## src/rtl/mem_arbiter.sv

```systemverilog
// mem_arbiter: shares one slow memory port between I_cache and D_cache, fixed D priority with an I starvation override; define MEM_ARB_RR_EN to alternate simultaneous requests
module mem_arbiter #(
  parameter int ADDR_W       = 28,
  parameter int LINE_W       = 128,
  parameter int STARVE_LIMIT = 4
) (
  input  logic              clk,
  input  logic              rst_n,
  input  logic              i_read,
  input  logic              i_write,
  input  logic [ADDR_W-1:0] i_addr,
  input  logic [LINE_W-1:0] i_wdata,
  output logic [LINE_W-1:0] i_rdata,
  output logic              i_ready,
  input  logic              d_read,
  input  logic              d_write,
  input  logic [ADDR_W-1:0] d_addr,
  input  logic [LINE_W-1:0] d_wdata,
  output logic [LINE_W-1:0] d_rdata,
  output logic              d_ready,
  output logic              mem_read,
  output logic              mem_write,
  output logic [ADDR_W-1:0] mem_addr,
  output logic [LINE_W-1:0] mem_wdata,
  input  logic [LINE_W-1:0] mem_rdata,
  input  logic              mem_ready
);
  typedef enum logic [1:0] {IDLE, GNT_I, GNT_D, RESP} state_e;
  localparam logic [3:0] LIMIT = 4'(STARVE_LIMIT);
  state_e            state_q, state_d;
  logic [3:0]        starve_q, starve_d;
  logic              mem_read_q, mem_read_d, mem_write_q, mem_write_d;
  logic              i_ready_q, i_ready_d, d_ready_q, d_ready_d;
  logic [ADDR_W-1:0] mem_addr_q, mem_addr_d;
  logic [LINE_W-1:0] mem_wdata_q, mem_wdata_d;
  logic [LINE_W-1:0] i_rdata_q, i_rdata_d, d_rdata_q, d_rdata_d;
  logic              i_req, d_req, starved, grant, done, pick_i;
  assign i_req   = i_read | i_write;
  assign d_req   = d_read | d_write;
  assign starved = starve_q == LIMIT;
  assign grant   = state_q == IDLE && (i_req || d_req);
  assign done    = (state_q == GNT_I || state_q == GNT_D) && mem_ready;
`ifdef MEM_ARB_RR_EN
  logic last_gnt_q;
  // remember which side won the latest grant (1 = I) so a tie goes to the other side
  always_ff @(posedge clk or negedge rst_n)
    if (!rst_n) last_gnt_q <= 1'b0;
    else if (grant) last_gnt_q <= pick_i;
  assign pick_i = i_req && (!d_req || starved || !last_gnt_q);
`else
  assign pick_i = i_req && (!d_req || starved);
`endif
  // state register
  always_ff @(posedge clk or negedge rst_n)
    if (!rst_n) state_q <= IDLE;
    else state_q <= state_d;
  // next state: RESP always falls back to IDLE so a stale request is never re-granted
  always_comb begin
    state_d = state_q;
    if (grant) state_d = pick_i ? GNT_I : GNT_D;
    else if (done) state_d = RESP;
    else if (state_q == RESP) state_d = IDLE;
  end
  // next values of the registered outputs and the starvation counter
  always_comb begin
    starve_d    = starve_q;
    mem_read_d  = mem_read_q;
    mem_write_d = mem_write_q;
    mem_addr_d  = mem_addr_q;
    mem_wdata_d = mem_wdata_q;
    i_rdata_d   = i_rdata_q;
    d_rdata_d   = d_rdata_q;
    i_ready_d   = 1'b0;
    d_ready_d   = 1'b0;
    if (grant) begin
      mem_read_d  = pick_i ? i_read  : d_read;
      mem_write_d = pick_i ? i_write : d_write;
      mem_addr_d  = pick_i ? i_addr  : d_addr;
      mem_wdata_d = pick_i ? i_wdata : d_wdata;
      starve_d    = pick_i ? 4'd0 : (i_req && !starved) ? starve_q + 4'd1 : starve_q;
    end
    if (done) begin
      mem_read_d  = 1'b0;
      mem_write_d = 1'b0;
      i_ready_d   = state_q == GNT_I;
      d_ready_d   = state_q == GNT_D;
      i_rdata_d   = (state_q == GNT_I && mem_read_q) ? mem_rdata : i_rdata_q;
      d_rdata_d   = (state_q == GNT_D && mem_read_q) ? mem_rdata : d_rdata_q;
    end
  end
  // output and counter registers; reset drops the memory request immediately
  always_ff @(posedge clk or negedge rst_n)
    if (!rst_n) begin
      starve_q    <= '0;
      mem_read_q  <= 1'b0;
      mem_write_q <= 1'b0;
      mem_addr_q  <= '0;
      mem_wdata_q <= '0;
      i_rdata_q   <= '0;
      d_rdata_q   <= '0;
      i_ready_q   <= 1'b0;
      d_ready_q   <= 1'b0;
    end else begin
      starve_q    <= starve_d;
      mem_read_q  <= mem_read_d;
      mem_write_q <= mem_write_d;
      mem_addr_q  <= mem_addr_d;
      mem_wdata_q <= mem_wdata_d;
      i_rdata_q   <= i_rdata_d;
      d_rdata_q   <= d_rdata_d;
      i_ready_q   <= i_ready_d;
      d_ready_q   <= d_ready_d;
    end
  assign mem_read  = mem_read_q;
  assign mem_write = mem_write_q;
  assign mem_addr  = mem_addr_q;
  assign mem_wdata = mem_wdata_q;
  assign i_rdata   = i_rdata_q;
  assign i_ready   = i_ready_q;
  assign d_rdata   = d_rdata_q;
  assign d_ready   = d_ready_q;
endmodule

```

## config.mk

```make
export PLATFORM = sky130hd
export DESIGN_NAME = mem_arbiter
export DESIGN_NICKNAME = d
export VERILOG_FILES = /design/src/rtl/mem_arbiter.sv
export SDC_FILE = /design/constraint.sdc
export NUM_CORES = 1
export LEC_CHECK = 0
export CAP_MARGIN = 5
export CORE_AREA = 5 5 329 331
export DETAILED_ROUTE_END_ITERATION = 6
export DIE_AREA = 0 0 334 336
export HOLD_SLACK_MARGIN = 0.1
export REMOVE_ABC_BUFFERS = 1
export SLEW_MARGIN = 20
export SYNTH_ARGS = -nofsm -noshare
export SYNTH_HDL_FRONTEND = slang
export SYNTH_SLANG_ARGS = --single-unit
```

## constraint.sdc

```tcl
create_clock -name clk -period 3.1 [get_ports clk]
set_clock_uncertainty 0.2 [all_clocks]
set_input_delay 0.62 -clock clk [delete_from_list [all_inputs] [get_ports clk]]
set_output_delay 0.62 -clock clk [all_outputs]
set_load 0.05 [all_outputs]
```

==> results.md <==
- Worst-path clk slew: 0.05 ns
- Post-cts resize count: 0
- Gr ovfl total: 0
- Period utilization: 0.901
- Wire length of the first global-routing pass: 121000 microns
- Clock share of power: 0.161
- CP max FO: 4
- RSZ-0062 raised after global routing: no
- CTS buffer count: 50
- Proportion of layout cells with a drive suffix above 1: 0.200
- Internal Power: 19.6 mW
- Combinational Power Share: 0.578
- Setup slack after layout: 0.306 ns
- Core area: 0.105 sq mm
- Gpl congestion: 0.880
- Hold Path End: starve_q[3]
- Root buffer cell: clkbuf_16
- HP Class: register to register
- Largest stage delay on the critical path: 0.87 ns
- Via count: 13776
- Data required time at the worst endpoint: 2.28 ns
- FILL cells: 10864
- Synth top area cells: dfrtp_1, mux2_2, a221o_1, and2_1, buf_2
- Reg power frac: 0.261
- Maximum VDD drop: 731 uV
- Worst R2R Start: state_q[0]
- Die area: 0.112 sq mm
- TritonCTS clock tree: built
- Synthesized cell area: 0.0169 sq mm
- # clock sinks: 422
- Syn Inst Count: 1124
- Slew Limit Fails: 0
- Initial antenna violation count: 60
- Fin nets: 2469
- Clock buffer depth: 3
- Total Power: 37.2 mW
- Drc violations: 0
- Minimum clock period: 2.79 ns
- Slew HR: 0.485
- Count of cell types in the netlist: 35
- Die W: 334 microns
- CP Capture Type: output port
- IO buf count: 862
- Crit start category: register
- Synth Flop Type: dfrtp_1
- Most frequent cells in the layout: clkdlybuf4s50_1, dfrtp_1, mux2_2
- Sw Ratio: 0.473
- Post-DRT Antenna Nets: 0
- # H-tree levels: 2
- Worst path cell trace: clkdlybuf4s50_1
- I/O pin cnt: 863
- Hold Fails Final Rpt: 0
- Post-DR vias/cell: 3.98
- Register bit total from synthesis: 422
- Rows: 119
- Leak: 12.2 nW
- Vias in the first global route: 14070
- Setup violators final: 0
- R2R Setup Slk: 0.69 ns
- Yosys warning count: 0
- Crit Reg-Reg Endpoint: mem_wdata[116]
- Fraction of registers with async set/reset: 1.00
- Slew @ Worst Pin: 0.770 ns
- Avg WL per Cell: 26.1 microns
- Fraction of post-synthesis cell area in the top cell type by area: 0.626
- Commonest non-fill, non-tap cell in the layout: clkdlybuf4s50_1
- Cell taking the most area after synthesis: dfrtp_1
- Synth-to-Final Area Change: 72.7%
- CP Class: register to output port
- Post-synth EDFFs: 0
- Post-DP HPWL: 76300 microns
- Sequential share of the synthesized area: 0.626
- DR iter-0 viols: 708
- Largest net degree at the start of global routing: 80
- Initial DRT Pass Iterations: 5
- CP Data Arrival Time: 1.97 ns
- Hold Startpoint: starve_q[3]
- Psw: 17.6 mW
- Top Family by Delay on Critical Path: buffers and inverters
- Die H: 336 microns
- WP buf/inv: 1
- Max Freq: 358 MHz
- Slowest-stage cell, CP: clkdlybuf4s50_1
- Power per Cell Area: 1280 mW/mm^2
- Average size of a mapped cell: 15.0 sq um
- Worst setup path startpoint: mem_read
- Worst R2R Path Depth: 7
- Run status: finished, final reports clean
- Initial Utilization: 0.161
- GRT Resource Usage Total: 0.153
- Hold path cells: 1
- Post-Route WL: 90400 microns
- Clock latency on the worst-skew pair: 0.60 ns
- Post-Place Setup Slack: 0.180 ns
- Max-cap violations: 0
[kinds of logic after synthesis]
kind of cell,share of synthesized area
adder cells (fa/ha/maj),0.00445
AO/OA/AOI/OAI,0.102
buffers and inverters,0.0298
AND/OR/NAND/NOR,0.0670
flip-flops,0.626
multiplexers,0.171
[flip-flops by register name, indices dropped and copies added, names as in the netlist]
signal	cells
d_rdata	128
d_ready	1
i_rdata	128
i_ready	1
mem_addr	28
mem_read	1
mem_wdata	128
mem_write	1
starve_q	4
state_q	2
[timing repair]
action,4_1_cts,5_1_grt
hold buffers,1,0
buffers inserted,0,0
endpoints found under the setup margin,0,0
endpoints found under the hold margin,33,0
[worst max path at each step]
stage                                to  cells after the start
after global routing           mem_read                      1
after floorplan              i_rdata[0]                      2
after detailed placement   mem_wdata[9]                      5
final                          mem_read                      1
after CTS                      mem_read                      1
after global placement    mem_wdata[63]                      5
[synth_stat cells, drive strengths merged, types with 3 or more instances]
cell type / n
o21ai: 4
inv: 4
mux2: 256
nand2: 6
a211oi: 3
ha: 6
buf: 69
and2: 157
a31oi: 3
clkbuf: 12
nand3: 3
a221o: 156
dfrtp: 422
[power groups by stage]
stage          logic (mW)  registers [mW]  clock network (mW)
6_report             21.5            9.73                5.98
4_1_cts              21.7            9.72                6.16
3_5_place_dp         21.7            9.77                   0
3_3_place_gp         21.5            9.73                   0
2_1_floorplan        4.29            18.5                   0
5_1_grt              22.3            10.0                6.37
[stage by stage]
step	std cells	util	TNS (ns)	area, sq um	hold WS (ns)
floorplan	1043	-	-707.71	16400	0.124
global placement	3354	0.262	0	27400	0.282
detailed placement	3354	0.262	0	27400	0.283
CTS	3448	0.278	0	29100	0.291
global route	3451	0.278	0	29100	0.312
finish	3460	0.278	0	29100	0.287
[area by class of cell]
class                   instances  area, sq um  area share
flip-flops and latches        422        10600       0.362
multi-input cells             617         5840       0.200
diodes                         12         30.0     0.00103
clock buffers                  78         1480      0.0507
repair buffers                921         9290       0.319
inverters                       4         15.0    0.000515
clock inverters                15          201     0.00691
well taps                    1391         1740      0.0597
[layer usage]
layer | track usage | up-vias | wire [microns]
met3 | 0.0577 | 173 | 8190
met1 | 0.179 | 6881 | 35000
met5 | 0 | - | 219
li1 | - | 5994 | -
met4 | 0.0347 | 30 | 2390
met2 | 0.267 | 698 | 44600
Note: power is estimated with default switching activity, not from simulation.
